## src/rtl/cpu_ctrl_seq.sv

```systemverilog
// Control sequencer for the 4-bit SAP CPU: a one-hot T1..T6 ring drives fetch,
// then the IR opcode is decoded into per-T-state datapath strobes.
module cpu_ctrl_seq #(
  parameter bit EARLY_END = 1'b0
) (
  input  logic       clk,
  input  logic       rst,
  input  logic [3:0] ir_op,
  input  logic       flag_c,
  input  logic       flag_z,
  output logic       ep,
  output logic       cp,
  output logic       lp,
  output logic       lm,
  output logic       ce,
  output logic       li,
  output logic       ei,
  output logic       la,
  output logic       ea,
  output logic       lb,
  output logic       eu,
  output logic       su,
  output logic       lo,
  output logic       hlt,
  output logic [5:0] t_state
);

  typedef enum logic [5:0] {
    T1 = 6'b000001,
    T2 = 6'b000010,
    T3 = 6'b000100,
    T4 = 6'b001000,
    T5 = 6'b010000,
    T6 = 6'b100000
  } tstate_t;

  localparam logic [3:0] OP_LDA = 4'h0;
  localparam logic [3:0] OP_ADD = 4'h1;
  localparam logic [3:0] OP_SUB = 4'h2;
  localparam logic [3:0] OP_OUT = 4'h3;
  localparam logic [3:0] OP_JMP = 4'h4;
  localparam logic [3:0] OP_JC  = 4'h5;
  localparam logic [3:0] OP_JZ  = 4'h6;
  localparam logic [3:0] OP_LDI = 4'h7;
  localparam logic [3:0] OP_HLT = 4'hF;

  tstate_t state, state_nxt;
  logic    halted, halted_nxt;
  logic    multi_cycle;

  assign multi_cycle = (ir_op == OP_LDA) || (ir_op == OP_ADD) || (ir_op == OP_SUB);
  assign t_state     = state;

  always_ff @(posedge clk or negedge rst) begin
    if (!rst) begin
      state  <= T1;
      halted <= 1'b0;
    end else begin
      state  <= state_nxt;
      halted <= halted_nxt;
    end
  end

  // A halted sequencer parks in T4 until reset.
  always_comb begin
    state_nxt  = state;
    halted_nxt = halted;
    if (!halted) begin
      case (state)
        T1: state_nxt = T2;
        T2: state_nxt = T3;
        T3: state_nxt = T4;
        T4: begin
          if (ir_op == OP_HLT)
            halted_nxt = 1'b1;
          else if (EARLY_END && !multi_cycle)
            state_nxt = T1;
          else
            state_nxt = T5;
        end
        T5: begin
          if (EARLY_END && (ir_op == OP_LDA))
            state_nxt = T1;
          else
            state_nxt = T6;
        end
        T6: state_nxt = T1;
        default: state_nxt = T1;
      endcase
    end
  end

  // Strobes are masked by rst so they drop at once when reset is asserted.
  always_comb begin
    ep  = 1'b0;
    cp  = 1'b0;
    lp  = 1'b0;
    lm  = 1'b0;
    ce  = 1'b0;
    li  = 1'b0;
    ei  = 1'b0;
    la  = 1'b0;
    ea  = 1'b0;
    lb  = 1'b0;
    eu  = 1'b0;
    su  = 1'b0;
    lo  = 1'b0;
    hlt = 1'b0;
    if (rst) begin
      if (halted) begin
        hlt = 1'b1;
      end else begin
        case (state)
          T1: begin
            ep = 1'b1;
            lm = 1'b1;
          end
          T2: cp = 1'b1;
          T3: begin
            ce = 1'b1;
            li = 1'b1;
          end
          T4: begin
            case (ir_op)
              OP_LDA, OP_ADD, OP_SUB: begin
                ei = 1'b1;
                lm = 1'b1;
              end
              OP_OUT: begin
                ea = 1'b1;
                lo = 1'b1;
              end
              OP_JMP: begin
                ei = 1'b1;
                lp = 1'b1;
              end
              OP_JC: begin
                ei = flag_c;
                lp = flag_c;
              end
              OP_JZ: begin
                ei = flag_z;
                lp = flag_z;
              end
              OP_LDI: begin
                ei = 1'b1;
                la = 1'b1;
              end
              OP_HLT: hlt = 1'b1;
              default: ;
            endcase
          end
          T5: begin
            case (ir_op)
              OP_LDA: begin
                ce = 1'b1;
                la = 1'b1;
              end
              OP_ADD, OP_SUB: begin
                ce = 1'b1;
                lb = 1'b1;
              end
              default: ;
            endcase
          end
          T6: begin
            case (ir_op)
              OP_ADD: begin
                eu = 1'b1;
                la = 1'b1;
              end
              OP_SUB: begin
                eu = 1'b1;
                su = 1'b1;
                la = 1'b1;
              end
              default: ;
            endcase
          end
          default: ;
        endcase
      end
    end
  end

endmodule

```

## config.mk

```make
export PLATFORM = sky130hd
export DESIGN_NAME = cpu_ctrl_seq
export DESIGN_NICKNAME = d
export VERILOG_FILES = /design/src/rtl/cpu_ctrl_seq.sv
export SDC_FILE = /design/constraint.sdc
export NUM_CORES = 1
export LEC_CHECK = 0
export ABC_AREA = 1
export CORE_MARGIN = 2
export CORE_UTILIZATION = 45
export CTS_BUF_LIST = sky130_fd_sc_hd__clkbuf_2
export CTS_CLUSTER_SIZE = 14
export DETAILED_ROUTE_END_ITERATION = 10
export PLACE_DENSITY = 0.86
export SYNTH_ARGS = -nofsm -noshare
export SYNTH_HDL_FRONTEND = slang
export SYNTH_SLANG_ARGS = --single-unit
```

## constraint.sdc

```tcl
create_clock -name clk -period 3.2 [get_ports clk]
set_clock_uncertainty 0.15 [all_clocks]
set_input_delay 0.48 -clock clk [delete_from_list [all_inputs] [get_ports clk]]
set_output_delay 0.48 -clock clk [all_outputs]
set_load 0.1 [all_outputs]
```

=== Yosys cells after proc, flatten, opt, wreduce, memory -nomap -nowiden ===
Index checks and enable logic that the tools add are counted.

* Bits in registers: 7
* Latch bits: 0
* Bits in writable memories: 0
* ROM bits: 0
* Bits of input ports: 8
* Output and inout bits: 20
* Logic and storage cells: 73
* Memories kept: 0

* Add/subtract/negate cells: 0
* Multipliers: 0
* Div/mod/pow operators: 0
* Order comparisons: 0
* Eq/ne operators: 15
* Shift-type cells: 0
* Mux-type cells: 50
* Bitwise operators: 1
* Reductions and logical operators: 5

{| class="wikitable"
|+ Operator list
! cell !! number
|-
| 1-bit 2-to-1 mux || 43
|-
| 6-bit case mux with 5 select lines || 1
|-
| 4-bit by 3-bit equality test with 1-bit output (second input constant) || 4
|-
| 1-bit case mux with 3 select lines || 3
|-
| 4-bit by 2-bit equality test with 1-bit output (second input constant) || 2
|-
| 6-bit by 1-bit equality test with 1-bit output (second input constant) || 1
|-
| 6-bit by 2-bit equality test with 1-bit output (second input constant) || 1
|-
| 6-bit by 3-bit equality test with 1-bit output (second input constant) || 1
|-
| 6-bit by 4-bit equality test with 1-bit output (second input constant) || 1
|-
| 6-bit by 5-bit equality test with 1-bit output (second input constant) || 1
|-
| 6-bit equality test (second input constant) || 1
|-
| 6-bit 2-to-1 mux || 1
|-
| 5-bit OR reduction || 1
|-
| 4-bit by 1-bit equality test with 1-bit output (second input constant) || 1
|-
| 4-bit equality test (second input constant) || 1
|-
| 4-bit zero test || 1
|-
| 1-bit case mux with 2 select lines || 2
|-
| 3-bit OR reduction || 1
|-
| 2-bit != test (second input constant) || 1
|-
| 2-bit AND reduction || 1
|-
| 2-bit OR reduction || 1
|-
| 1-bit NOT || 1
|}

=== Depth between registers and ports, before layout ===
Gate-level depths: netlist of run 1.

* Depth in word-level cells: 6
* Depth in mapped cells: 7
* Mapped depth without buffers: 7

=== Worst setup path after synthesis of run 1 ===
OpenSTA, ideal clock, no wires.

* Path kind: register to output
* Start point: reg state[3], in the netlist t_state[3]
* End point: out lo
* Data arrival time: 3.996 ns
* Data required time: 2.570 ns
* Path slack: -1.426 ns
* Cell stages (with the launch flop): 6
* Path buffers: 1
* Cells stage by stage: dfrtp_1 -> inv_1 -> nor2_1 -> nand3_2 -> nor3_1 -> buf_4

* Cells in the longest elaborated chain, start to end: 4

{| class="wikitable"
|+ RTL lines
! element !! line !! source
|-
| start: declaration || 47 || <nowiki>tstate_t state, state_nxt;</nowiki>
|-
| start signal: assignment || 59 || <nowiki>state <= state_nxt;</nowiki>
|-
| 6-bit by 4-bit equality test with 1-bit output || - ||
|-
| 1-bit 2-to-1 mux (3 in series) || - ||
|-
| end: declaration || 23 || <nowiki>output logic lo,</nowiki>
|}

Every way passes these cells.

=== Final worst setup path of run 1 ===
* Start point: in rst
* End point: out lm

* Cells in the longest elaborated chain, start to end: 1

{| class="wikitable"
|+ RTL lines
! element !! line !! source
|-
| start: declaration || 7 || <nowiki>input logic rst,</nowiki>
|-
| 1-bit 2-to-1 mux || 109 || <nowiki>if (rst) begin</nowiki>
|-
| end: declaration || 14 || <nowiki>output logic lm,</nowiki>
|}

Every way passes these cells.

==> impl_metrics.env, run 1 <==
export IMPL_status="finished, final reports clean"
export IMPL_clk_latency_ns=0.21
export IMPL_chipWidth_microns=40.6
export IMPL_r2r_slack_ns=1.75
export IMPL_crit_path_top_delay_cell="clkdlybuf4s50_1"
export IMPL_path_delay_family="buffers and inverters"
export IMPL_final_nets=139
export IMPL_grt_max_degree=9
export IMPL_syn2layout_area_growth_pct=77.0
export IMPL_h_tree_depth=1
export IMPL_path_clk_slew_ns=0.06
export IMPL_cp_max_fo=7
export IMPL_r2r_start="t_state[5]$_DFFE_PN0P_"
export IMPL_yosysTopAreaCellShare=0.248
export IMPL_wl_met1_microns=625
export IMPL_hold_depth=2
export IMPL_yosys_area_top_type="dfrtp_1"
export IMPL_hold_path_class="reg2reg"
export IMPL_r2r_end="t_state[5]$_DFFE_PN0P_"
export IMPL_leakage_uw=0.000477
export IMPL_cts_setup_buffers=0
export IMPL_syn_area_per_cell_sq_um=6.10
export IMPL_end_kind="output port"
export IMPL_syn_cell_area_sq_um=604
export IMPL_viasPerCell=5.06
export IMPL_slew_violations=0
export IMPL_highest_layer="met3"
export IMPL_rows=13
export IMPL_synth_fp_nets=107
export IMPL_min_to="t_state[0]$_DFFE_PN1P_"
export IMPL_fmax_mhz=386
export IMPL_postPlaceCellArea_sq_um=1050
export IMPL_wl_microns=1610
export IMPL_drt_iter0_markers=24
export IMPL_worstMarginPinSlew_ns=0.389
export IMPL_synth_seq_cells=7
export IMPL_first_pass_iters=5
export IMPL_cts_sinks=7
export IMPL_synth_seq_area_share=0.292
export IMPL_hold_violations=0
export IMPL_drive_gt1_frac=0.338
export IMPL_grt_pass1_vias=667
export IMPL_die_h_microns=40.6
export IMPL_grt_pass1_wl_microns=2590
export IMPL_dr_wl_met3_microns=80
export IMPL_diodes=0
export IMPL_cts_tree="yes"
export IMPL_design_area_sq_um=1070
export IMPL_final_setup_viol_count=0
export IMPL_dr_wl_met2_microns=899
export IMPL_path_common_cell="inv_1"
export IMPL_total_power_uw=781
export IMPL_min_delay_start="t_state[0]$_DFFE_PN1P_"
export IMPL_grtUsageTotal=0.238
export IMPL_postCtsHoldBufs=0
export IMPL_hpwl_microns=1380
export IMPL_netlist_instances=99
export IMPL_avgRoutedWirePerCell_microns=11.1
export IMPL_synth_area_top_cells="dfrtp_1 25%, nor2_1 17%, nand2_1 13%, nand3_1 7.5%, inv_1 6.2%"
export IMPL_period_share=0.810
export IMPL_grt_overflow=0
export IMPL_antenna_left=0
export IMPL_place_congestion=0.796
export IMPL_slowest_delay_ns=0.47
export IMPL_maxSlewHeadroom=0.739
export IMPL_io_buffer_count=27
export IMPL_antenna_found_initial=0
export IMPL_rsz0062_at_grt="false"
export IMPL_boundaryPins=28
export IMPL_layout_min_cycle_time_ns=2.59
export IMPL_cts_root_buf="clkbuf_2"
export IMPL_synth_cell_types=19
export IMPL_r2r_worst_path_cells=5
export IMPL_crit_path_cell_trace="clkdlybuf4s50_1 -> inv_1 -> nor2_2 -> inv_1 -> o22ai_1 -> buf_12"
export IMPL_crit_buf_inv=4
export IMPL_core_area_sq_um=1280
export IMPL_cts_resized=0
export IMPL_ys_warn_count=0
export IMPL_powerDensity_nw_per_um2=730
export IMPL_clockBufferDepth=2
export IMPL_numCtsBuffers=3
export IMPL_cp_start_kind="input pin"
export IMPL_drc=0
export IMPL_vdd_ir_drop_max_uv=753
export IMPL_path_class="in2out"
export IMPL_maxCapViolCount=0
export IMPL_vias=733
export IMPL_required_ns=2.57
export IMPL_start_util=0.470
export IMPL_die_area_sq_um=1650
export IMPL_worstPathArrival_ns=1.96
[per-stage QoR]
stage	std cells	hold WS [ns]	setup WS [ns]	setup TNS, ns	util
floorplan	99	0.0344	-0.461	-0.744	-
global placement	141	0.355	0.636	0	0.817
detailed placement	141	0.364	0.607	0	0.817
CTS	145	0.375	0.613	0	0.833
global route	145	0.399	0.495	0	0.833
finish	145	0.375	0.607	0	0.833
[placed cells by master, fill, tap and decap left out, types with 2 or more instances in the layout]
master	n
nor2_1	21
nand2_1	21
buf_12	14
inv_1	10
nor2_2	10
nand3_1	9
clkdlybuf4s50_1	7
buf_4	7
dfrtp_1	6
o21ai_1	4
clkbuf_2	4
nand3_2	2
nor3_2	2
o21ai_0	2
a21oi_1	2
[cells in the mapped netlist (all sizes together)]
cell and instances:
o21ai 7, nand2 22, dfstp 1, buf 1
nor3 3, or2 1, nor2 32, inv 10
a21oi 2, nand4 1, o22ai 1, o21bai 1
nand3 11, dfrtp 6
[where the power goes]
| part | internal (uW) | leakage [uW] | total (uW) | switching (uW) |
|---|---|---|---|---|
| Sequential | 119 | 0.0000917 | 158 | 39.0 |
| Combinational | 146 | 0.000369 | 563 | 417 |
| Clock | 33.1 | 0.0000166 | 60.0 | 26.8 |
[per-layer routing]
metal	vias up	global-route usage
met2	25	0.409
met5	-	0
li1	381	-
met1	327	0.285
met4	0	0.117
met3	0	0.0380
[worst register-to-register path, stage by stage (launching register included)]
cell      delay, ns
dfrtp_1        0.42
nor2_2         0.22
nand3_2        0.20
o21bai_4       0.24
nand2_1        0.07
o21ai_1        0.08
[logic make-up after synthesis]
kind of cell | synth area share
AND/OR/NAND/NOR | 0.518
AO/OA/AOI/OAI | 0.116
buffers and inverters | 0.0745
flip-flops | 0.292
[final cells by class]
| type | instances | area [sq um] |
|---|---|---|
| multi-input cells | 81 | 414 |
| repair buffers | 28 | 403 |
| fillers | 79 | 215 |
| flip-flops and latches | 7 | 176 |
| inverters | 10 | 37.5 |
| clock buffers | 4 | 20.0 |
| well taps | 15 | 18.8 |
[worst max-delay path by stage]
stage / startpoint / endpoint / slack, ns / cells past startpoint
5_1_grt: rst / lo / 0.49 / 6
3_5_place_dp: rst / lm / 0.61 / 6
6_report: rst / lm / 0.61 / 6
4_1_cts: rst / lm / 0.61 / 6
3_3_place_gp: rst / lm / 0.64 / 6
2_1_floorplan: t_state[3]$_DFFE_PN0P_ / lo / -0.46 / 5
[state kept, by name, summed over array words and instances, names as in the netlist]
| register | cells |
|---|---|
| halted | 1 |
| t_state | 6 |
No activity file was read; power rests on OpenSTA's default activity.
==> inputs of run 2 (changes only) <==
CORE_UTILIZATION = 42   (was 45)
PLACE_DENSITY = 0.81   (was 0.86)
clock period = 2.57 ns   (was 3.2 ns; I/O delays follow)
==> run 2 against run 1 <==
Wire length rose by 26%. Sequential share of layout area increased by 0.42 points. Worst hold slack got worse by 0.11 ns. Sequential power is 32% higher. Via count grew 5.0%. Final cell count increased by 0.69%. Non-clock buffer count grew 1. Critical path type unchanged. Largest cell class unchanged.
==> impl_metrics.env, run 2 (same netlist as run 1, synthesis figures left out) <==
export IMPL_pre_cts_slack_ns=0.157
export IMPL_slew_violations=0
export IMPL_maxCapViolCount=0
export IMPL_clk_latency_ns=0.26
export IMPL_first_pass_iters=4
export IMPL_status="finished, final reports clean"
export IMPL_p_sw_frac=0.624
export IMPL_grtUsageTotal=0.246
export IMPL_combPwrFrac=0.710
export IMPL_largest_reg_flops=6
export IMPL_cts_tree="yes"
export IMPL_fmax_mhz=415
export IMPL_rows=13
export IMPL_syn2layout_area_growth_pct=86.1
export IMPL_layout_min_cycle_time_ns=2.41
export IMPL_final_setup_viol_count=0
export IMPL_clockPowerShare=0.088
export IMPL_design_area_sq_um=1120
export IMPL_p_seq_frac=0.203
export IMPL_final_common_cell="nand2_1"
export IMPL_fin_setup_tns_ns=0
export IMPL_clockBufferDepth=2
export IMPL_drt_iter0_markers=17
export IMPL_hpwl_microns=1660
export IMPL_p_int_uw=386
export IMPL_worstMarginPinSlew_ns=0.389
export IMPL_viasPerCell=5.27
export IMPL_place_congestion=0.841
export IMPL_drc=0
export IMPL_rsz0062_at_grt="false"
export IMPL_cts_root_buf="clkbuf_2"
export IMPL_antenna_left=0
export IMPL_final_nets=140
export IMPL_cts_setup_buffers=0
export IMPL_leakage_uw=0.000497
export IMPL_layout_common_cells="21 x nand2_1, 19 x nor2_1, 14 x buf_12"
export IMPL_path_clk_slew_ns=0.09
export IMPL_vdd_ir_drop_max_uv=900
export IMPL_hold_path_class="in2async"
export IMPL_cts_resized=0
export IMPL_cp_max_fo=5
export IMPL_cts_sinks=7
export IMPL_postPlaceCellArea_sq_um=1100
export IMPL_grt_pass1_wl_microns=3190
export IMPL_vias=770
export IMPL_required_ns=2.03
export IMPL_cp_start_kind="input pin"
export IMPL_end_kind="output port"
export IMPL_io_buffer_count=27
export IMPL_drive_gt1_frac=0.405
export IMPL_core_area_sq_um=1320
export IMPL_postCtsHoldBufs=0
export IMPL_antenna_found_initial=0
export IMPL_powerDensity_nw_per_um2=913
export IMPL_switching_power_uw=642
export IMPL_period_share=0.938
export IMPL_numCtsBuffers=3
export IMPL_die_area_sq_um=1760
export IMPL_maxSlewHeadroom=0.740
export IMPL_wl_microns=2030
export IMPL_avgRoutedWirePerCell_microns=13.9
export IMPL_diodes=0
export IMPL_worstPathArrival_ns=1.87
export IMPL_grt_max_degree=9
export IMPL_grt_overflow=0
export IMPL_hold_violations=0
export IMPL_fin_ws_ns=0.160
export IMPL_path_class="in2out"
export IMPL_chipWidth_microns=41.9
export IMPL_start_util=0.459
export IMPL_boundaryPins=28
export IMPL_h_tree_depth=1
export IMPL_die_h_microns=41.9
export IMPL_grt_pass1_vias=734
[run 2: cell count changes in the layout (fill, tap and decap cells not counted), moves of 2 or more]
cell / previous run / this run
dfrtp_4: 0 / 3
nor2_1: 21 / 19
nor2_4: 1 / 3
nor3_4: 0 / 2
nor3_2: 2 / 0
dfrtp_2: 0 / 2
dfrtp_1: 6 / 1
[run 2: critical path: stages]
cell,delay (ns)
clkdlybuf4s50_1,0.47
nor2_1,0.36
nor2_1,0.10
nand2_1,0.11
nand2_1,0.06
nor2_1,0.16
nor2_4,0.05
buf_12,0.17
[run 2: area by class of cell]
cell class                 count  area, sq um
timing repair buffer          29          410
clock buffer                   4         20.0
sequential                     7          190
inverter                      10         37.5
tap                           15         18.8
fill                          85          193
multi-input combinational     81          448
[run 2: per-stage QoR]
step,hold slack [ns],utilization,instances,total power (uW)
detailed placement,0.367,0.839,142,935
global placement,0.352,0.839,142,918
global route,0.278,0.854,146,1070
finish,0.266,0.854,146,1030
floorplan,-0.0601,-,99,740
CTS,0.267,0.854,146,1030
[run 2: power by group through the flow]
stage | clock (uW) | sequential (uW) | combinational [uW]
3_5_place_dp | 0 | 208 | 727
6_report | 90.2 | 208 | 729
3_3_place_gp | 0 | 206 | 712
2_1_floorplan | 0 | 410 | 330
5_1_grt | 97.2 | 214 | 762
4_1_cts | 92.6 | 207 | 729
[run 2: worst paths after layout]
kind / start / to / cells past startpoint / slack, ns
setup / recovery: ir_op[0] / la / 8 / 0.16
hold / removal: rst / t_state[2]$_DFFE_PN0P_ / 2 / 0.27
setup reg to reg: t_state[4]$_DFFE_PN0P_ / t_state[3]$_DFFE_PN0P_ / 5 / 0.93
hold reg to reg: t_state[0]$_DFFE_PN1P_ / t_state[0]$_DFFE_PN1P_ / 2 / 0.38
max in group asynchronous: rst / t_state[0]$_DFFE_PN1P_ / 2 / 1.78
min in group clk: t_state[0]$_DFFE_PN1P_ / t_state[0]$_DFFE_PN1P_ / 2 / 0.38
[run 2: layer usage]
metal,global-route usage,part of all wire,vias up
met4,0.116,0.023,0
met2,0.400,0.52,21
met5,0,0,-
li1,-,-,382
met1,0.281,0.41,360
met3,0.0913,0.046,7
